File: src/rtl/ctrl_pipeline_pkg.sv
// Shared definitions for the control pipeline: control-bundle layout, bubble value
// and the default register-address width.
package ctrl_pipeline_pkg;

    localparam int REG_AW_DEFAULT = 5;

    // Control bundle layout, LSB first
    localparam int CTRL_W       = 8;
    localparam int ALUOP_LSB    = 0;
    localparam int ALUOP_MSB    = 1;
    localparam int ALUSRC_BIT   = 2;
    localparam int BRANCH_BIT   = 3;
    localparam int MEMREAD_BIT  = 4;
    localparam int MEMWRITE_BIT = 5;
    localparam int MEMTOREG_BIT = 6;
    localparam int REGWRITE_BIT = 7;

    localparam logic [CTRL_W-1:0] BUBBLE = '0;

    // MemtoReg is meaningless without MemRead; masking it also keeps an
    // undriven decoder output from propagating down the pipe.
    function automatic logic [CTRL_W-1:0] pack_ctrl(
        input logic [1:0] alu_op,
        input logic       alu_src,
        input logic       branch,
        input logic       mem_read,
        input logic       mem_write,
        input logic       mem_to_reg,
        input logic       reg_write
    );
        logic [CTRL_W-1:0] c;
        c                         = BUBBLE;
        c[ALUOP_MSB:ALUOP_LSB]    = alu_op;
        c[ALUSRC_BIT]             = alu_src;
        c[BRANCH_BIT]             = branch;
        c[MEMREAD_BIT]            = mem_read;
        c[MEMWRITE_BIT]           = mem_write;
        c[MEMTOREG_BIT]           = mem_to_reg & mem_read;
        c[REGWRITE_BIT]           = reg_write;
        return c;
    endfunction

endpackage

File: src/rtl/ctrl_pipeline_hazard_detect.sv
// Combinational load-use and taken-branch detection for the ID/EX boundary.
module hazard_detect
    import ctrl_pipeline_pkg::*;
#(
    parameter int REG_AW = REG_AW_DEFAULT
) (
    input  logic [REG_AW-1:0] id_rs1,
    input  logic [REG_AW-1:0] id_rs2,
    input  logic              id_ALUSrc,
    input  logic              id_MemWrite,
    input  logic              id_Branch,
    input  logic              ex_MemRead,
    input  logic [REG_AW-1:0] ex_rd,
    input  logic              ex_Branch,
    input  logic              ex_branch_taken,
    output logic              load_use,
    output logic              stall,
    output logic              flush
);

    logic rs2_used;

    always_comb begin
        rs2_used = ~id_ALUSrc | id_MemWrite | id_Branch;
        load_use = ex_MemRead && (ex_rd != '0) &&
                   ((ex_rd == id_rs1) || (rs2_used && (ex_rd == id_rs2)));
        flush    = ex_Branch & ex_branch_taken;
        // A flushed ID instruction is discarded, so holding it would be pointless
        stall    = load_use & ~flush;
    end

endmodule

File: src/rtl/ctrl_pipeline.sv
// ID/EX, EX/MEM and MEM/WB control registers with load-use stall, branch flush
// and saturating stall/flush event counters.
module ctrl_pipeline
    import ctrl_pipeline_pkg::*;
#(
    parameter int REG_AW = REG_AW_DEFAULT,
    parameter int CNT_W  = 16
) (
    input  logic              clk,
    input  logic              reset,
    input  logic [1:0]        id_ALUOp,
    input  logic              id_Branch,
    input  logic              id_MemRead,
    input  logic              id_MemtoReg,
    input  logic              id_MemWrite,
    input  logic              id_ALUSrc,
    input  logic              id_Regwrite,
    input  logic [REG_AW-1:0] id_rs1,
    input  logic [REG_AW-1:0] id_rs2,
    input  logic [REG_AW-1:0] id_rd,
    input  logic              ex_branch_taken,
    output logic [1:0]        ex_ALUOp,
    output logic              ex_ALUSrc,
    output logic              ex_Branch,
    output logic              ex_MemRead,
    output logic              ex_MemWrite,
    output logic              ex_MemtoReg,
    output logic              ex_Regwrite,
    output logic [REG_AW-1:0] ex_rd,
    output logic              mem_MemRead,
    output logic              mem_MemWrite,
    output logic              mem_MemtoReg,
    output logic              mem_Regwrite,
    output logic [REG_AW-1:0] mem_rd,
    output logic              wb_MemtoReg,
    output logic              wb_Regwrite,
    output logic [REG_AW-1:0] wb_rd,
    output logic              stall,
    output logic              flush,
    output logic [CNT_W-1:0]  stall_cnt,
    output logic [CNT_W-1:0]  flush_cnt
);

    localparam logic [CNT_W-1:0] CNT_MAX = '1;
    localparam logic [CNT_W-1:0] CNT_ONE = 1;

    logic [CTRL_W-1:0] id_ctrl;
    logic [CTRL_W-1:0] ex_ctrl;
    logic              load_use;

    assign id_ctrl = pack_ctrl(id_ALUOp, id_ALUSrc, id_Branch, id_MemRead,
                               id_MemWrite, id_MemtoReg, id_Regwrite);

    assign ex_ALUOp    = ex_ctrl[ALUOP_MSB:ALUOP_LSB];
    assign ex_ALUSrc   = ex_ctrl[ALUSRC_BIT];
    assign ex_Branch   = ex_ctrl[BRANCH_BIT];
    assign ex_MemRead  = ex_ctrl[MEMREAD_BIT];
    assign ex_MemWrite = ex_ctrl[MEMWRITE_BIT];
    assign ex_MemtoReg = ex_ctrl[MEMTOREG_BIT];
    assign ex_Regwrite = ex_ctrl[REGWRITE_BIT];

    hazard_detect #(
        .REG_AW (REG_AW)
    ) u_hazard (
        .id_rs1          (id_rs1),
        .id_rs2          (id_rs2),
        .id_ALUSrc       (id_ALUSrc),
        .id_MemWrite     (id_MemWrite),
        .id_Branch       (id_Branch),
        .ex_MemRead      (ex_MemRead),
        .ex_rd           (ex_rd),
        .ex_Branch       (ex_Branch),
        .ex_branch_taken (ex_branch_taken),
        .load_use        (load_use),
        .stall           (stall),
        .flush           (flush)
    );

    always_ff @(posedge clk or posedge reset) begin
        if (reset) begin
            ex_ctrl      <= BUBBLE;
            ex_rd        <= '0;
            mem_MemRead  <= 1'b0;
            mem_MemWrite <= 1'b0;
            mem_MemtoReg <= 1'b0;
            mem_Regwrite <= 1'b0;
            mem_rd       <= '0;
            wb_MemtoReg  <= 1'b0;
            wb_Regwrite  <= 1'b0;
            wb_rd        <= '0;
        end else begin
            if (stall || flush) begin
                ex_ctrl <= BUBBLE;
                ex_rd   <= '0;
            end else begin
                ex_ctrl <= id_ctrl;
                ex_rd   <= id_rd;
            end
            mem_MemRead  <= ex_ctrl[MEMREAD_BIT];
            mem_MemWrite <= ex_ctrl[MEMWRITE_BIT];
            mem_MemtoReg <= ex_ctrl[MEMTOREG_BIT];
            mem_Regwrite <= ex_ctrl[REGWRITE_BIT];
            mem_rd       <= ex_rd;
            wb_MemtoReg  <= mem_MemtoReg;
            wb_Regwrite  <= mem_Regwrite;
            wb_rd        <= mem_rd;
        end
    end

    always_ff @(posedge clk or posedge reset) begin
        if (reset) begin
            stall_cnt <= '0;
            flush_cnt <= '0;
        end else begin
            if (stall && (stall_cnt != CNT_MAX)) stall_cnt <= stall_cnt + CNT_ONE;
            if (flush && (flush_cnt != CNT_MAX)) flush_cnt <= flush_cnt + CNT_ONE;
        end
    end

endmodule

File: config.mk
export PLATFORM = sky130hd
export DESIGN_NAME = ctrl_pipeline
export DESIGN_NICKNAME = d
export VERILOG_FILES = /design/src/rtl/ctrl_pipeline_pkg.sv /design/src/rtl/ctrl_pipeline_hazard_detect.sv /design/src/rtl/ctrl_pipeline.sv
export SDC_FILE = /design/constraint.sdc
export NUM_CORES = 1
export LEC_CHECK = 0
export CORE_AREA = 2 2 78 80
export DETAILED_ROUTE_END_ITERATION = 8
export DIE_AREA = 0 0 80 82
export MAX_ROUTING_LAYER = met4
export PLACE_DENSITY = 0.77
export SLEW_MARGIN = 15
export SYNTH_ARGS = -nofsm -noshare
export SYNTH_HDL_FRONTEND = slang
export SYNTH_SLANG_ARGS = --single-unit
File: constraint.sdc
create_clock -name clk -period 2.1 [get_ports clk]
set_clock_uncertainty 0.15 [all_clocks]
set_input_delay 0.21 -clock clk [delete_from_list [all_inputs] [get_ports clk]]
set_output_delay 0.21 -clock clk [all_outputs]
set_load 0.1 [all_outputs]
---- After elaboration in Yosys (flattened, before gate mapping) ----
Index checks and enable logic that the tools add are counted.
Widths: inputs -> output; s select.
cells by class
  $add $sub $neg .......................... 2
  reduce and logical (&&, ||, !) cells .... 8
  bitwise operators ....................... 7
  multiplexer cells ....................... 2
  equality and inequality tests ........... 4
operators with widths
  kind                   number
  $add 16x1->16 const B  2
  $ne 16x16->1 const B   2
  $eq 5x5->1             2
  $mux 8                 1
  $logic_and 1x1->1      5
  $mux 5                 1
  $reduce_bool 5->1      1
  $and 1x1->1            3
  $logic_or 1x1->1       2
  $not 1->1              2
  $or 1x1->1             2
storage, ports and cells
  word-level logic and storage cells ...... 35
  output and inout bits ................... 63
  input bits .............................. 26
  register bits ........................... 61

---- Depth between registers and ports, before layout ----
Gate-level depths: netlist of run 1.
  word-level depth ........................ 9
  mapped depth ............................ 7
  mapped depth without buffers ............ 7

---- By module ----
A second synthesis of run 1 with hierarchy kept.
unflattened totals
  cells, all modules ...................... 217
  area total of the unflattened synthesis .. 2,588.7 µm²
modules (own cells, without submodules)
  module         cells each  instances  area an instance (µm²)  seq. area each (µm²)
  ctrl_pipeline  196         1          2,421.1                 1,526.5
  hazard_detect  21          1          167.7                   0.0

---- Least setup slack after synthesis of run 1 ----
OpenSTA, ideal clock, no wires.
  path type ............................... register -> output
  from .................................... register ex_rd[1]
  to ...................................... output stall
  required time ........................... 1.740 ns
  arrival time ............................ 3.055 ns
  path slack .............................. -1.315 ns
  buffers on the path ..................... 2
  cell stages (with the launch flop) ...... 8
  path through ............................ dfrtp_1 > xnor2_1 > nand4_1 > o22ai_1 > nand2b_1 > buf_6 > buf_2 > nor2_1
on the way
  cells in the longest elaborated chain, start to end .. 5
  elaborated cells between the ends (all ways) .. 8
  those cells by class .................... 2 x eq/ne; 1 x bitwise; 5 x reduce/logical
RTL lines
  element                 line                               source
  from (decl)             ctrl_pipeline.sv:29                output logic [REG_AW-1:0] ex_rd,
  from (signal assigned)  ctrl_pipeline.sv:97                ex_rd <= id_rd;
  $eq 5x5->1              ctrl_pipeline_hazard_detect.sv:26  ((ex_rd == id_rs1) || (rs2_used && (ex_rd == id_rs2)));
  $logic_and 1x1->1       ctrl_pipeline_hazard_detect.sv:26
  $logic_or 1x1->1        ctrl_pipeline_hazard_detect.sv:26
  $logic_and 1x1->1 (*)   ctrl_pipeline_hazard_detect.sv:25  load_use = ex_MemRead && (ex_rd != '0) &&
  $and 1x1->1 (*)         ctrl_pipeline_hazard_detect.sv:29  stall = load_use & ~flush;
  to (decl)               ctrl_pipeline.sv:38                output logic stall,
Mark *: on every way between the ends. The rest lies on a longest branch, timed or not.

---- Worst setup path after layout of run 1 ----
  from .................................... register ex_rd[4]
  to ...................................... output stall
The elaborated chain is that of the path after synthesis.

==> results.md, run 1 <==
- Transition time of the tightest slew-check pin: 0.3742 ns
- Source-to-sink clock delay at the later pin of the worst-skew pair: 0.34 ns
- Worst slew margin relative to its limit: between 70 and 80%
- Maximum vdd ir drop: 1.004 mV
- Number of nets in the synthesized netlist: 229
- Number of enable-type register cells in the synthesized netlist: 0
- Vias per cell: 4.881
- Final setup violation count: 3
- Core footprint: around 0.0057 mm2
- Largest fanout on the critical path: 4
- Worst path buffer plus inverter count: 2
- Share of cells above drive strength 1: 45.19%
- Number of vias after detailed routing: approximately 1900
- Leakage power total: 1.716 nW
- Buffers from clock root to sink, at most: 2
- Unrepaired setup endpoints after global routing: true
- Number of cells on the worst reg-to-reg path: 7
- Sort of element at the start of the critical path: flip-flop
- Via count of the first global-routing pass: 1822
- Die area: around 0.0066 mm2
- Worst hold-check path type: in2async
- Net count, final: ~340
- Cell type of the slowest stage on the worst timing path: sky130_fd_sc_hd__or4_4
- # placed instances: ~370
- Top cell types by occurrence after synthesis: 61 x sky130_fd_sc_hd__dfrtp_1, 27 x sky130_fd_sc_hd__xnor2_1, 19 x sky130_fd_sc_hd__nand2_1, 18 x sky130_fd_sc_hd__and3_1, 12 x sky130_fd_sc_hd__xor2_1
- TritonCTS clock tree: done
- Antenna violations before repair: 0
- Yosys reg bits: 61
- Largest net degree at the start of global routing: 62
- PnR worst setup slack: -0.1877 ns
- Count of nets left with antenna violations after detail routing: 0
- Clock slew seen by the registers of the worst setup and hold paths: 0.08 ns
- GPL Wtd Cong: 0.7861
- Critical Path End Type: output port
- Run status: complete, but fails checks
- Grt total ovfl: 0
- Proportion of synthesized chip area in sequential cells: 62.47%
- TritonRoute pass-1 iters: 4
- Final standard cell count with taps included and fillers excluded: 387
- Total negative setup slack: -0.2521 ns
- Final Core Density: 64.16%
- Worst Path Class, Setup: reg2out
- Number of buffers created by CTS: 9
- Total power of the final layout: roughly 0.0038 W
- Violations in the final reports: negative setup slack
- Setup WS pre-CTS: -0.1981 ns
- Top Family by Delay on Critical Path: simple AND/OR/NAND/NOR gates
- Top-area cell type share of the netlist area: about 62%
- Dominant cell by count in the synthesized netlist: sky130_fd_sc_hd__dfrtp_1
- Highest Clock Rate: 437.1 MHz
- Die Span Y: 82 um
- Power per cell area: 1031 mW/mm2
- CTS H-tree lvls: 3
- Global-route total usage across every layer: about a fifth
- Count of synthesis-stage warnings from yosys: 0
- Count of input and output buffers: 88
- Width of the die: 80 um
- Number of placement rows: 28
- Number of cells produced by synthesis: 201
- First-pass GRT wire length: a little under 9 mm
- Data required time of the critical path: between 1.5 and 2 ns
- Minimum period implied by the final worst setup slack: 2.288 ns
- Share of synthesized registers carrying an async set or reset: 100.0%
- Reported max-cap violation count: 0
- Area growth from synthesis to layout: 50.85%
- Number of pins with negative max-slew slack in the final report: 0
- Total routed wirelength: 5.760 mm
- Synth Cell Area: around 0.0024 mm2
- Violation count after the first detailed-route iteration: 87
- Syn avg cell area: 12.16 um2
- Synth top area cells: sky130_fd_sc_hd__dfrtp_1 62%, sky130_fd_sc_hd__xnor2_1 9.7%, sky130_fd_sc_hd__and3_1 4.6%, sky130_fd_sc_hd__xor2_1 4.3%, sky130_fd_sc_hd__nand2_1 2.9%
- Chain of cells forming the critical path: or4_4, o21ai_4, nand2b_4, buf_6, nor2_4, buf_12
- Area leader, netlist: sky130_fd_sc_hd__dfrtp_1
- Clock Sink Count: 61
- Total I/O pin count: between 80 and 90
- Final clock period utilization by the worst path: 108.9%
- Initial Util: 42.53%
- Post-route DRC violation count: 0
- Predominant post-synthesis flop cell: sky130_fd_sc_hd__dfrtp_1
- Worst Path Arrival: around 1.9 ns
- Number of cells on the critical path: 6
- Number of filler instances in the final layout: between 400 and 500
- Synth cell types: 29
- HPWL reported at the end of detailed placement: 4.083 mm
- Highest cell delay on the worst timing path: 0.55 ns
- Fin. Hold Viols: 0
- Antenna diode instance count: 0
- Final routed wire length divided by cell count: 14.88 um
- Root buffer selected by CTS: sky130_fd_sc_hd__clkbuf_8
repair_timing:
action,CTS,global route
endpoints found under the setup margin,3,4
hold buffers,0,0
pin swaps,1,4
setup buffers,2,1
gates resized for setup,5,7
metal layers:
layer / up-vias / global-route usage (%) / wire length [um]
li1: 903 / - / -
met3: 5 / 6.593 / 483
met4: 0 / 7.288 / 55
met1: 905 / 24.09 / 2562
met2: 76 / 27.92 / 2659
met5: - / - / 0
worst reg2reg max path, cell delays in order, from the launching register on:
cell,delay [ns]
sky130_fd_sc_hd__dfrtp_2,0.44
sky130_fd_sc_hd__xnor2_1,0.23
sky130_fd_sc_hd__nand3_1,0.14
sky130_fd_sc_hd__o22ai_2,0.24
sky130_fd_sc_hd__buf_4,0.16
sky130_fd_sc_hd__buf_4,0.09
sky130_fd_sc_hd__and3_4,0.24
sky130_fd_sc_hd__mux2_2,0.34
report_power, final:
group,switching [W],internal (W)
Sequential,0.000124,0.00130
Combinational,0.00103,0.000312
Clock,0.000487,0.000551
layout by cell type (no fill, tap or decap), types with 2 or more instances in the layout:
master	count
sky130_fd_sc_hd__and3_1	18
sky130_fd_sc_hd__nor4_4	2
sky130_fd_sc_hd__nand3_1	9
sky130_fd_sc_hd__nand4_1	10
sky130_fd_sc_hd__dfrtp_2	30
sky130_fd_sc_hd__and3_2	2
sky130_fd_sc_hd__clkdlybuf4s50_1	25
sky130_fd_sc_hd__nand2_1	18
sky130_fd_sc_hd__xnor2_1	26
sky130_fd_sc_hd__nor3_1	6
sky130_fd_sc_hd__clkbuf_8	9
sky130_fd_sc_hd__nor2_1	9
sky130_fd_sc_hd__clkinvlp_4	4
sky130_fd_sc_hd__xor2_1	12
sky130_fd_sc_hd__dfrtp_1	31
sky130_fd_sc_hd__buf_12	3
sky130_fd_sc_hd__buf_4	70
sky130_fd_sc_hd__mux2_2	2
sky130_fd_sc_hd__ha_1	2
layout make-up:
cell class / instances / area (um2) / share of cell area, %
clock buffer: 9 / 123.9 / 3.360
clock inverter: 7 / 75.07 / 2.037
inverter: 2 / 11.26 / 0.3055
multi-input combinational: 134 / 970.9 / 26.34
sequential: 61 / 1564 / 42.43
tap: 75 / 93.84 / 2.546
timing repair buffer: 99 / 847.1 / 22.98
stage by stage:
stage	cell area, um2	hold WS, ns
floorplan	2507	0.1886
global placement	3388	0.2079
detailed placement	3388	0.2092
CTS	3627	0.1196
global route	3686	0.1506
finish	3686	0.1207
cell families (layout without fill, tap and decap cells):
group / Yosys count / count (layout) / synth area share, %
buf+inv: 6 / 117 / 1.587
simple gates: 87 / 87 / 19.15
mux: 2 / 2 / 0.9216
flops: 61 / 61 / 62.47
fa+ha+maj: 2 / 2 / 1.024
compound gates: 4 / 4 / 0.8704
xor+xnor: 39 / 39 / 13.98
state kept, by name, indices dropped and copies added, names as in the netlist:
register      cells
mem_MemWrite      1
mem_MemRead       1
stall_cnt        16
ex_ctrl           8
wb_rd             5
mem_Regwrite      1
flush_cnt        16
ex_rd             5
mem_rd            5
mem_MemtoReg      1
wb_Regwrite       1
wb_MemtoReg       1
path summary, 6_finish.rpt:
kind	endpoint	startpoint	slack (ns)
hold / removal	stall_cnt[10]$_DFFE_PP0P_	reset	0.12
hold reg to reg	wb_Regwrite$_DFF_PP0_	mem_Regwrite$_DFF_PP0_	0.23
min in group clk	wb_Regwrite$_DFF_PP0_	mem_Regwrite$_DFF_PP0_	0.23
max in group asynchronous	flush_cnt[2]$_DFFE_PP0P_	reset	1.39
setup / recovery	stall	ex_rd[4]$_DFF_PP0_	-0.19
setup reg to reg	stall_cnt[1]$_DFFE_PP0P_	ex_rd[4]$_DFF_PP0_	-0.04
Power figures use the tool's default switching activity.
==> run 2: changes to the inputs <==
CORE_AREA = 3 3 79 81   (was 2 2 78 80)
DIE_AREA = 0 0 82 84   (was 0 0 80 82)
==> results.md, run 2 (same netlist as run 1, synthesis figures left out) <==
- PnR worst setup slack: -0.07788 ns (was -0.1877 ns)
- Via count of the first global-routing pass: 1934 (was 1822)
- Worst slew margin relative to its limit: 76.97% (was 74.89%)
- Sort of element at the start of the critical path: flip-flop (unchanged)
- Post-route DRC violation count: 0 (unchanged)
- Area growth from synthesis to layout: 54.02% (was 50.85%)
- Registers with the most flip-flops: flush_cnt (16), stall_cnt (16), ex_ctrl (8) (unchanged)
- Grt total ovfl: 0 (unchanged)
- Chain of cells forming the critical path: or4_4, o21ai_4, nand2b_4, nor2_4, buf_12 (was or4_4, o21ai_4, nand2b_4, buf_6, nor2_4, buf_12)
- Number of placement rows: 27 (was 28)
- Reported max-cap violation count: 0 (unchanged)
- TritonRoute pass-1 iters: 6 (was 4)
- Violations in the final reports: negative setup slack (unchanged)
- Sequential Area: 0.001564 mm2 (unchanged)
- Most common cell after layout, fill and taps aside: sky130_fd_sc_hd__buf_4 (unchanged)
- Die area: 0.006888 mm2 (was 0.006560 mm2)
- Largest fanout on the critical path: 2 (was 4)
- Initial Util: 44.11% (was 42.53%)
- Setup WS pre-CTS: -0.2724 ns (was -0.1981 ns)
- Total routed wirelength: 5.839 mm (was 5.760 mm)
- Clock slew seen by the registers of the worst setup and hold paths: 0.07 ns (was 0.08 ns)
- Worst hold-check path type: in2async (unchanged)
- Critical Path End Type: output port (unchanged)
- Worst Path Arrival: 1.82 ns (was 1.93 ns)
- Count of nets left with antenna violations after detail routing: 0 (unchanged)
- Fin. Hold Viols: 0 (unchanged)
- Minimum period implied by the final worst setup slack: 2.178 ns (was 2.288 ns)
- Count of input and output buffers: 88 (unchanged)
- Number of vias after detailed routing: 1901 (was 1889)
- Core footprint: 0.005540 mm2 (was 0.005746 mm2)
- Antenna violations before repair: 0 (unchanged)
- Total I/O pin count: 89 (unchanged)
- Number of filler instances in the final layout: 423 (was 481)
- Number of buffers created by CTS: 9 (unchanged)
- Top Family by Delay on Critical Path: simple AND/OR/NAND/NOR gates (unchanged)
- CTS H-tree lvls: 3 (unchanged)
- Leakage power total: 1.760 nW (was 1.716 nW)
- Footprint of the multi-input gates: 0.001022 mm2 (was 970.9 um2)
- GPL Wtd Cong: 0.7371 (was 0.7861)
- Root buffer selected by CTS: sky130_fd_sc_hd__clkbuf_8 (unchanged)
- Die Span Y: 84 um (was 82 um)
- Global-route total usage across every layer: 18.33% (was 18.91%)
- Width of the die: 82 um (was 80 um)
- Final setup violation count: 2 (was 3)
- Clock Sink Count: 61 (unchanged)
- Highest Clock Rate: 459.2 MHz (was 437.1 MHz)
- Net count, final: 338 (was 335)
- Worst Path Class, Setup: reg2out (unchanged)
- Final routed wire length divided by cell count: 15.09 um (was 14.88 um)
- Data required time of the critical path: 1.74 ns (about the same)
- Share of cells above drive strength 1: 46.98% (was 45.19%)
- Highest cell delay on the worst timing path: 0.55 ns (about the same)
- Antenna diode instance count: 0 (unchanged)
- Hold_buf cts: 0 (unchanged)
- Vias per cell: 4.912 (was 4.881)
- Source-to-sink clock delay at the later pin of the worst-skew pair: 0.32 ns (was 0.34 ns)
- Violation count after the first detailed-route iteration: 48 (was 87)
- Maximum vdd ir drop: 1.417 mV (was 1.004 mV)
- Power per cell area: 1016 mW/mm2 (was 1031 mW/mm2)
- Final clock period utilization by the worst path: 103.7% (was 108.9%)
- Total power of the final layout: 0.003824 W (was 0.003801 W)
- HPWL reported at the end of detailed placement: 4.239 mm (was 4.083 mm)
- Number of pins with negative max-slew slack in the final report: 0 (unchanged)
- Unrepaired setup endpoints after global routing: true (unchanged)
- Cell type of the slowest stage on the worst timing path: sky130_fd_sc_hd__or4_4 (unchanged)
- TritonCTS clock tree: done (unchanged)
- First-pass GRT wire length: 9.246 mm (was 8.901 mm)
- Post-DP Area: 0.003392 mm2 (was 0.003388 mm2)
- Buffers from clock root to sink, at most: 2 (unchanged)
- Transition time of the tightest slew-check pin: 0.3432 ns (was 0.3742 ns)
- Largest net degree at the start of global routing: 62 (unchanged)
- Leading cell types in the layout, fill and taps excluded: 69 x sky130_fd_sc_hd__buf_4, 31 x sky130_fd_sc_hd__dfrtp_1, 30 x sky130_fd_sc_hd__dfrtp_2 (was 70 x sky130_fd_sc_hd__buf_4, 31 x sky130_fd_sc_hd__dfrtp_1, 30 x sky130_fd_sc_hd__dfrtp_2)
- Worst path buffer plus inverter count: 1 (was 2)
- Run status: complete, but fails checks (unchanged)
- Cell area after layout: 0.003764 mm2 (was 0.003686 mm2)
- Worst hold slack: 0.1262 ns (was 0.1207 ns)
==> run 2: cell count changes in the layout (fill, tap and decap cells not counted), sizes merged <==
cell,delta
buf,+2
and3,+1
inv,-1
clkbuf,+3
clkinvlp,-2
==> run 2: what timing repair did <==
| item | in CTS | in global routing |
|---|---|---|
| gates resized for setup | 11 | 14 |
| pin swaps | 2 | 7 |
| endpoints found under the setup margin | 14 | 15 |
| setup buffers | 4 | 1 |
| cloned | 1 | 0 |
==> run 2: cell type report <==
type                       count  area share (%)
multi-input combinational    135           27.16
inverter                       2          0.2992
tap                           72           2.394
timing repair buffer         101           23.20
sequential                    61           41.56
clock buffer                  12           4.122
clock inverter                 4           1.263
==> run 2: final timing paths <==
kind | startpoint | endpoint | slack (ns) | cells past startpoint
min in group clk | mem_rd[1]$_DFF_PP0_ | wb_rd[1]$_DFF_PP0_ | 0.23 | 0
hold / removal | reset | mem_MemtoReg$_DFF_PP0_ | 0.13 | 3
setup / recovery | ex_rd[4]$_DFF_PP0_ | stall | -0.08 | 5
max in group asynchronous | reset | flush_cnt[1]$_DFFE_PP0P_ | 1.38 | 3
hold reg to reg | mem_rd[1]$_DFF_PP0_ | wb_rd[1]$_DFF_PP0_ | 0.23 | 0
setup reg to reg | ex_rd[4]$_DFF_PP0_ | stall_cnt[1]$_DFFE_PP0P_ | -0.03 | 7
==> run 2: through the flow <==
stage	cells	TNS [ns]	util (%)
6_report	387	-0.1065	67.93
4_1_cts	387	-0.08443	66.40
3_3_place_gp	366	-1.101	61.22
2_1_floorplan	201	-3.055	-
5_1_grt	387	-0.5150	67.93
3_5_place_dp	366	-2.747	61.22
==> run 2: power breakdown <==
group          switching, W  internal, W  leakage [nW]  total [W]
clock              0.000422     0.000609         0.102    0.00103
sequential         0.000121      0.00130         0.749    0.00142
combinational       0.00104     0.000332         0.908    0.00137
total               0.00158      0.00224          1.76    0.00382
==> run 2: worst reg2reg max path: stages, from the launching register on <==
cell and delay [ns]:
sky130_fd_sc_hd__dfrtp_2 0.41, sky130_fd_sc_hd__or4_4 0.55, sky130_fd_sc_hd__o21ai_4 0.17, sky130_fd_sc_hd__buf_4 0.13
sky130_fd_sc_hd__buf_6 0.08, sky130_fd_sc_hd__nor2_1 0.05, sky130_fd_sc_hd__and3_4 0.18, sky130_fd_sc_hd__mux2_4 0.29
==> run 2: routing by layer <==
| metal | share of wire [%] | track usage [%] |
|---|---|---|
| met1 | 42 | 22.54 |
| met2 | 47 | 27.99 |
| met3 | 9.0 | 5.292 |
| met4 | 1.5 | 7.704 |
| met5 | 0 | - |
